File: src/rtl/vec_alu_pipe.sv
// Vector integer ALU functional unit: streams up to VLR element pairs through a
// SEGMENTS-deep pipeline. Optional signed min/max opcodes under VALU_MINMAX_EN.
module vec_alu_pipe #(
    parameter int DATA_WIDTH = 32,
    parameter int MVL        = 32,
    parameter int SEGMENTS   = 4,
    parameter int ID         = 0
) (
    input  logic                    clk,
    input  logic                    rst,
    input  logic                    start,
    input  logic                    cont_esc,
    input  logic [DATA_WIDTH:0]     op_esc,
    input  logic [MVL-1:0]          mask,
    input  logic [3:0]              opcode,
    input  logic [$clog2(MVL):0]    VLR,
    input  logic [DATA_WIDTH:0]     arg1,
    input  logic [DATA_WIDTH:0]     arg2,
    output logic [DATA_WIDTH+1:0]   out,
    output logic                    busy,
    output logic                    done
);

    localparam int VW = $clog2(MVL) + 1;
    localparam int IW = $clog2(MVL);
    localparam int SW = $clog2(DATA_WIDTH);

    typedef enum logic [1:0] {S_IDLE, S_ISSUE, S_DRAIN} state_t;

    state_t                  r_state;
    state_t                  w_state_next;
    logic [VW-1:0]           r_vlr;
    logic                    r_cont_esc;
    logic [DATA_WIDTH:0]     r_op_esc;
    logic [MVL-1:0]          r_mask;
    logic [3:0]              r_opcode;
    logic [VW-1:0]           r_issue_cnt;
    logic [VW-1:0]           r_retire_cnt;
    logic                    r_busy;

    logic [DATA_WIDTH:0]     w_v1;
    logic [DATA_WIDTH-1:0]   w_a;
    logic [DATA_WIDTH-1:0]   w_b;
    logic [SW-1:0]           w_sh;
    logic [DATA_WIDTH-1:0]   w_result;
    logic [VW-1:0]           w_vlr_clip;
    logic                    w_accept;
    logic                    w_done;
    logic                    w_tail_v;
    logic                    w_tail_m;
    logic [DATA_WIDTH-1:0]   w_tail_d;

    assign w_vlr_clip = (VLR > VW'(MVL)) ? VW'(MVL) : VLR;
    assign w_v1       = r_cont_esc ? r_op_esc : arg1;
    assign w_a        = w_v1[DATA_WIDTH-1:0];
    assign w_b        = arg2[DATA_WIDTH-1:0];
    assign w_sh       = w_a[SW-1:0];

    always_comb begin
        w_result = '0;
        case (r_opcode)
            4'd0: w_result = w_a + w_b;
            4'd1: w_result = w_b - w_a;
            4'd2: w_result = w_a & w_b;
            4'd3: w_result = w_a | w_b;
            4'd4: w_result = w_a ^ w_b;
            4'd5: w_result = w_b << w_sh;
            4'd6: w_result = w_b >> w_sh;
            4'd7: w_result = $signed(w_b) >>> w_sh;
`ifdef VALU_MINMAX_EN
            4'd8: w_result = ($signed(w_a) < $signed(w_b)) ? w_a : w_b;
            4'd9: w_result = ($signed(w_a) > $signed(w_b)) ? w_a : w_b;
`endif
            default: w_result = '0;
        endcase
    end

    always_comb begin
        w_state_next = r_state;
        w_accept     = 1'b0;
        w_done       = 1'b0;
        case (r_state)
            S_IDLE: begin
                if (start) begin
                    w_state_next = (VLR == '0) ? S_DRAIN : S_ISSUE;
                end
            end
            S_ISSUE: begin
                if (w_v1[DATA_WIDTH] && arg2[DATA_WIDTH]) begin
                    w_accept = 1'b1;
                    if (r_issue_cnt + VW'(1) == r_vlr) begin
                        w_state_next = S_DRAIN;
                    end
                end
            end
            default: ;
        endcase
        // A zero-length run completes on its first cycle out of IDLE.
        if (r_state != S_IDLE) begin
            if ((r_vlr == '0) || (w_tail_v && (r_retire_cnt + VW'(1) == r_vlr))) begin
                w_done       = 1'b1;
                w_state_next = S_IDLE;
            end
        end
    end

    always_ff @(posedge clk or posedge rst) begin
        if (rst) begin
            r_state      <= S_IDLE;
            r_vlr        <= '0;
            r_cont_esc   <= 1'b0;
            r_op_esc     <= '0;
            r_mask       <= '0;
            r_opcode     <= '0;
            r_issue_cnt  <= '0;
            r_retire_cnt <= '0;
            r_busy       <= 1'b0;
        end else begin
            r_state <= w_state_next;
            if (r_state == S_IDLE) begin
                if (start) begin
                    r_vlr        <= w_vlr_clip;
                    r_cont_esc   <= cont_esc;
                    r_op_esc     <= op_esc;
                    r_mask       <= mask;
                    r_opcode     <= opcode;
                    r_issue_cnt  <= '0;
                    r_retire_cnt <= '0;
                    r_busy       <= 1'b1;
                end
            end else begin
                if (w_accept) begin
                    r_issue_cnt <= r_issue_cnt + VW'(1);
                end
                if (w_tail_v) begin
                    r_retire_cnt <= r_retire_cnt + VW'(1);
                end
                if (w_done) begin
                    r_busy <= 1'b0;
                end
            end
        end
    end

    genvar gi;
    generate
        for (gi = 0; gi < SEGMENTS; gi++) begin : g_stage
            logic                  w_in_v;
            logic                  w_in_m;
            logic [DATA_WIDTH-1:0] w_in_d;
            logic                  r_v;
            logic                  r_m;
            logic [DATA_WIDTH-1:0] r_d;

            if (gi == 0) begin : g_src
                assign w_in_v = w_accept;
                assign w_in_m = r_mask[r_issue_cnt[IW-1:0]];
                assign w_in_d = w_result;
            end else begin : g_src
                assign w_in_v = g_stage[gi-1].r_v;
                assign w_in_m = g_stage[gi-1].r_m;
                assign w_in_d = g_stage[gi-1].r_d;
            end

            always_ff @(posedge clk or posedge rst) begin
                if (rst) begin
                    r_v <= 1'b0;
                    r_m <= 1'b0;
                    r_d <= '0;
                end else if (r_busy) begin
                    r_v <= w_in_v;
                    r_m <= w_in_m;
                    r_d <= w_in_d;
                end
            end
        end
    endgenerate

    assign w_tail_v = g_stage[SEGMENTS-1].r_v;
    assign w_tail_m = g_stage[SEGMENTS-1].r_m;
    assign w_tail_d = g_stage[SEGMENTS-1].r_d;

    assign out  = w_tail_v ? {1'b1, w_tail_m, w_tail_d} : '0;
    assign busy = r_busy;
    assign done = w_done;

endmodule

File: config.mk
export PLATFORM = sky130hd
export DESIGN_NAME = vec_alu_pipe
export DESIGN_NICKNAME = d
export VERILOG_FILES = /design/src/rtl/vec_alu_pipe.sv
export SDC_FILE = /design/constraint.sdc
export NUM_CORES = 1
export LEC_CHECK = 0
export ABC_CLOCK_PERIOD_IN_PS = 11000
export CORE_ASPECT_RATIO = 0.75
export CORE_MARGIN = 3
export CORE_UTILIZATION = 45
export DETAILED_ROUTE_END_ITERATION = 10
export GPL_TIMING_DRIVEN = 0
export PLACE_DENSITY = 0.7
export SYNTH_ARGS = -nofsm -noshare
export SYNTH_HDL_FRONTEND = slang
export SYNTH_SLANG_ARGS = --single-unit
File: constraint.sdc
create_clock -name clk -period 11 [get_ports clk]
set_clock_uncertainty 0.2 [all_clocks]
set_input_delay 2.75 -clock clk [delete_from_list [all_inputs] [get_ports clk]]
set_output_delay 2.75 -clock clk [all_outputs]
set_load 0.01 [all_outputs]
======== Word-level counts from Yosys, hierarchy flattened ========
Index checks and enable logic that the tools add are counted.
storage, ports and cells
  bits in registers ....................... 227
  latch bits .............................. 0
  memory bits (writable) .................. 0
  ROM bits ................................ 0
  input bits .............................. 145
  output and inout port bits .............. 36
  logic and storage cells ................. 84
  memories ................................ 0
cells by class
  add/sub/neg operators ................... 4
  multipliers ............................. 0
  divide/modulo/power cells ............... 0
  order comparisons ....................... 2
  equality and inequality tests ........... 11
  shift-type cells ........................ 3
  muxes and demuxes ....................... 25
  bitwise operators ....................... 3
  reduce and logical (&&, ||, !) cells .... 15
operators by type and width
  operator               number
  $pmux W32 S8           1
  $mux W6                6
  $mux W34               1
  $mux W33               1
  $add A32 B32 Y32       1
  $and A32 B32 Y32       1
  $or A32 B32 Y32        1
  $shl A32 B5 Y32        1
  $shr A32 B5 Y32        1
  $sshr A32 B5 Y32       1
  $sub A32 B32 Y32       1
  $xor A32 B32 Y32       1
  $eq A4 B3 Y1 const B   4
  $add A6 B1 Y6 const B  2
  $eq A6 B6 Y1           2
  $logic_not A6 Y1       2
  $mux W2                6
  $eq A4 B2 Y1 const B   2
  $mux W1                8
  $reduce_and A2 Y1      4
  $reduce_bool A2 Y1     4
  $gt A6 B6 Y1 const B   1
  $lt A5 B6 Y1 const B   1
  $bmux W1 S5            1
  other kinds (8)        9

======== Logic depth before layout (Yosys ltp) ========
  word-level depth ........................ 8
  mapped depth ............................ 23
  gate-level depth less buffers ........... 18

======== Worst setup path before layout ========
No wires, ideal clock.
  path kind ............................... input port to flip-flop
  from .................................... input port arg1[0]
  to ...................................... register g_stage[0].r_d[30]
  setup time .............................. 133 ps
  arrival time ............................ 7,511 ps
  data required time ...................... 10,667 ps
  slack ................................... 3,156 ps
  stages .................................. 20
  path buffers ............................ 4
  cell sequence ........................... mux2i_4 -> buf_4 -> buf_4 -> buf_2 -> buf_1 -> ha_1 -> o221ai_2 -> nor4_2 -> and2b_1 -> nand2_2 -> or4_4 -> o21ai_0 -> xnor2_1 -> ha_1 -> and3b_1 -> a221o_1 -> o41ai_1 -> o21ba_2 -> mux2i_1 -> o211ai_1
between the ends
  word-level cells in the longest chain between the ends .. 3
  elaborated cells between the ends (all ways) .. 7
  classes of those cells .................. add/sub (2); shift (3); mux (2)
ends and longest elaborated chain
  element                                   line  RTL
  start: declaration                        17    input logic [DATA_WIDTH:0] arg1,
  $mux W33 *                                54    assign w_v1 = r_cont_esc ? r_op_esc : arg1;
  $sub A32 B32 Y32 (tied with other cells)  63    4'd1: w_result = w_b - w_a;
  $pmux W32 S8 *                            61    case (r_opcode)
  end signal: assignment                    173   r_d <= w_in_d;
  end: declaration                          153   logic [DATA_WIDTH-1:0] r_d;
Mark *: on every way between the ends. The rest lies on a longest branch, timed or not.
A chain may end at the register's enable or synchronous reset.

======== Final worst setup path ========
  from .................................... input port arg1[0]
  to ...................................... register g_stage[0].r_d[29]
Same word-level chain as after synthesis.

==> flow_metrics.py <==
metrics = {
    "min_path": {
        "holdCritPathClass": "flip-flop to flip-flop",
    },
    "global_route": {
        "antenna_found_initial": 7,
        "grt_first_pass_wirelength_um": 114900,
        "grt_usage_pct": 36.72,
        "grt_max_degree": 128,
        "overflow": 0,
        "first_global_vias": 17167,
    },
    "logic_synthesis": {
        "ys.flop_type": "dfrtp_1",
        "yosys_warnings": 0,
        "synthDistinctLibCells": 85,
        "synth_area_mm2": 0.01795,
        "synthMuxAreaShare_pct": 19.79,
        "synthArstFlopShare_pct": 100.0,
        "synth-compound-area-share_pct": 15.39,
        "synth_top_family_by_area": "multiplexers",
        "synth_simple_gate_area_share_pct": 17.67,
        "seq_area_frac_synth_pct": 31.65,
        "synthesis.nets": 2260,
        "synth_area_per_cell_um2": 8.911,
        "synth-seq-cells": 227,
        "synth_edf_count": 0,
        "yosys.area_share.adder_pct": 7.084,
        "synth-xor-area-share_pct": 3.563,
        "syn_inst": 2014,
    },
    "die": {
        "initial_core_util_pct": 46.27,
        "die_w_um": 236.6,
        "die_h_um": 178.9,
        "die_area_mm2": 0.04234,
        "io_pins": 181,
        "rows": 62,
        "core_area_mm2": 0.03879,
    },
    "cts": {
        "cts_buffers": 24,
        "path_clk_slew_ns": 0.06,
        "cts_tree": "yes",
        "root_buffer": "clkbuf_16",
        "cts_setup_buffers": 0,
        "cts_max_level": 1,
        "cts-hold-fix-buffers": 0,
        "clock-sinks": 227,
        "clk_path_buf_depth": 3,
        "clkLatencyLatePin_ns": 0.55,
        "cts_resized": 0,
    },
    "setup_path": {
        "crit_type": "input port to flip-flop",
        "end_kind": "flip-flop",
        "max_stage_delay_ns": 0.69,
        "crit_required_ns": 11.17,
        "cp_slowest_cell": "buf_1",
        "crit_buf_inv": 5,
        "crit_fanout": 13,
        "worst-endpoint-arrival_ns": 9.83,
        "cp-start-kind": "input port",
        "crit_path_cell_trace": "clkdlybuf4s50_1, mux2i_4, buf_4, buf_4, buf_2, buf_1, ha_1, o221ai_2, nor4_2, and2b_1, nand2_2, or4_4, nand2_1, xnor2_1, ha_1, and3_1, and2_0, a221oi_1, nand3b_1, a21oi_1, o31ai_1, xnor2_1, o31ai_1",
        "path_delay_family": "buffers and inverters",
    },
    "route": {
        "drc": 0,
        "ant_nets": 0,
        "routed_wl_um": 79090,
        "drtIter0Drc": 2404,
        "wl_per_cell_um": 28.73,
        "dr.pass1.iters": 6,
        "vias_per_cell": 6.421,
        "num_vias": 17678,
    },
    "placement": {
        "dpl.hpwl_um": 62610,
        "place_area_mm2": 0.02045,
        "dpl_worst_slack_ns": 1.048,
        "port_buffers": 180,
        "finalWeightedCongestion": 1.062,
    },
    "layout": {
        "nNetsFinal": 2470,
        "final_common_cell": "nand2_1",
        "layout_common_cells": "363 x nand2_1, 227 x dfrtp_1, 180 x clkdlybuf4s50_1, 154 x nor2_1, 110 x o21ai_0",
        "final_util_pct": 54.94,
        "drive_gt1_share_pct": 11.65,
        "stdcell_area_mm2": 0.02131,
        "synthToLayoutAreaGrowth_pct": 18.74,
    },
    "timing": {
        "setup_viol": 0,
        "layout_min_cycle_time_ns": 9.653,
        "fin_setup_tns_ns": 0,
        "holdWs_ns": 0.2746,
        "grt_setup_unrepaired": "no",
        "post-route-period-util_pct": 87.76,
        "fin_ws_ns": 1.347,
        "hold_violations": 0,
        "final-max-slew-violation-count": 0,
        "max_slew.worst_pin.slew_ns": 1.403,
        "fmax_ghz": 0.1036,
        "maxSlewHeadroom_pct": 5.753,
    },
    "power": {
        "p_leak_uw": 0.009294,
        "powerDensity_mw_per_mm2": 330.2,
        "peakVddDrop_v": 0.0001663,
    },
    "outcome": {
        "status": "completed",
    },
    "flow_run": {
        "max-cap-violations": 0,
    },
}
worst register-to-register path: cells and delay by family, from the launching register on:
family	cells	cell delay [ns]
and+or+nand+nor	8	2.01
buffers and inverters	5	1.83
AOI/OAI and AO/OA	5	1.29
adders and majority gates	2	0.78
xor gates and xnor gates	2	0.51
DFF	1	0.44
muxes	1	0.41
per-layer routing:
layer,vias up,routed length (um),part of all wire (%),track usage [%]
li1,7657,-,-,-
met1,8627,33200,42,50.99
met2,1178,31930,40,51.81
met3,206,10620,13,13.93
met4,10,3281,4.1,13.80
met5,-,63,0.080,0
report_power, final:
group,internal [uW],switching [uW]
Combinational,1680,3000
Sequential,1220,257
Clock,535,348
Total,3440,3600
area by class of cell:
cell class,count,area [um2]
tap,512,640.6
clock buffer,33,694.4
antenna,1,2.502
timing repair buffer,184,1852
inverter,75,289.0
sequential,227,5680
multi-input combinational,1577,11400
fill,3591,17480
clock inverter,9,163.9
buffer,135,589.3
Yosys cell counts, drive strengths merged (4+ instances only):
cell type / count / area, um2
mux2: 105 / 1182
dfrtp: 227 / 5680
o41ai: 4 / 35.03
a31oi: 29 / 181.4
a221o: 5 / 50.05
a21oi: 92 / 460.4
a41oi: 4 / 35.03
nand4: 8 / 50.05
o21bai: 4 / 30.03
o2111ai: 5 / 43.79
o21ai: 112 / 560.5
nor4: 7 / 56.30
o221ai: 5 / 50.04
o211ai: 27 / 202.7
nor2: 154 / 578.1
nand2: 364 / 1369
nor3: 50 / 266.5
nand3: 35 / 175.2
xor2: 17 / 148.9
o31ai: 14 / 110.1
inv: 74 / 277.8
ha: 100 / 1251
a2111oi: 8 / 70.07
mux4: 58 / 1306
nand2b: 6 / 37.54
a221oi: 22 / 192.7
a21o: 10 / 75.07
a211oi: 17 / 127.6
buf: 43 / 244.0
and2: 46 / 287.8
o211a: 4 / 40.04
nor3b: 8 / 65.06
clkbuf: 92 / 345.3
and3: 8 / 50.05
o311ai: 7 / 61.31
o31a: 5 / 43.79
a311oi: 8 / 70.07
nand3b: 9 / 67.56
o22ai: 10 / 62.56
nor2b: 7 / 43.79
mux2i: 103 / 1064
xnor2: 56 / 490.5
stage by stage:
stage,power [uW],std cells
after floorplan,4289,2014
final,7036,2753
after global routing,7371,2752
after CTS,6838,2752
after global placement,5865,2706
after detailed placement,5929,2710
logic make-up (layout without fill, tap and decap cells):
family	after synthesis	in the layout
flops	227	227
simple gates	717	717
xor+xnor	73	73
buf+inv	210	436
compound gates	420	420
fa+ha+maj	101	101
other cells	0	1
mux	266	266
final timing paths:
kind | from | to | slack [ns] | cells past startpoint
max in group asynchronous | rst | r_op_esc[5] | 6.96 | 3
max | arg1[0] | g_stage[0].r_d[29] | 1.35 | 23
min reg2reg | r_op_esc[25] | r_op_esc[25] | 0.27 | 2
max reg2reg | r_cont_esc | g_stage[0].r_d[29] | 3.34 | 23
min | r_op_esc[25] | r_op_esc[25] | 0.27 | 2
min in group asynchronous | rst | g_stage[3].r_d[28] | 2.53 | 2
flip-flops by register name, summed over array words and instances, names as in the netlist:
signal and count:
r_vlr 6, r_state 2, g_stage.r_d 128, r_mask 32, r_issue_cnt 6, g_stage.r_m 4
busy 1, r_op_esc 33, r_cont_esc 1, g_stage.r_v 4, r_retire_cnt 6, r_opcode 4
Note: power is estimated with default switching activity, not from simulation.
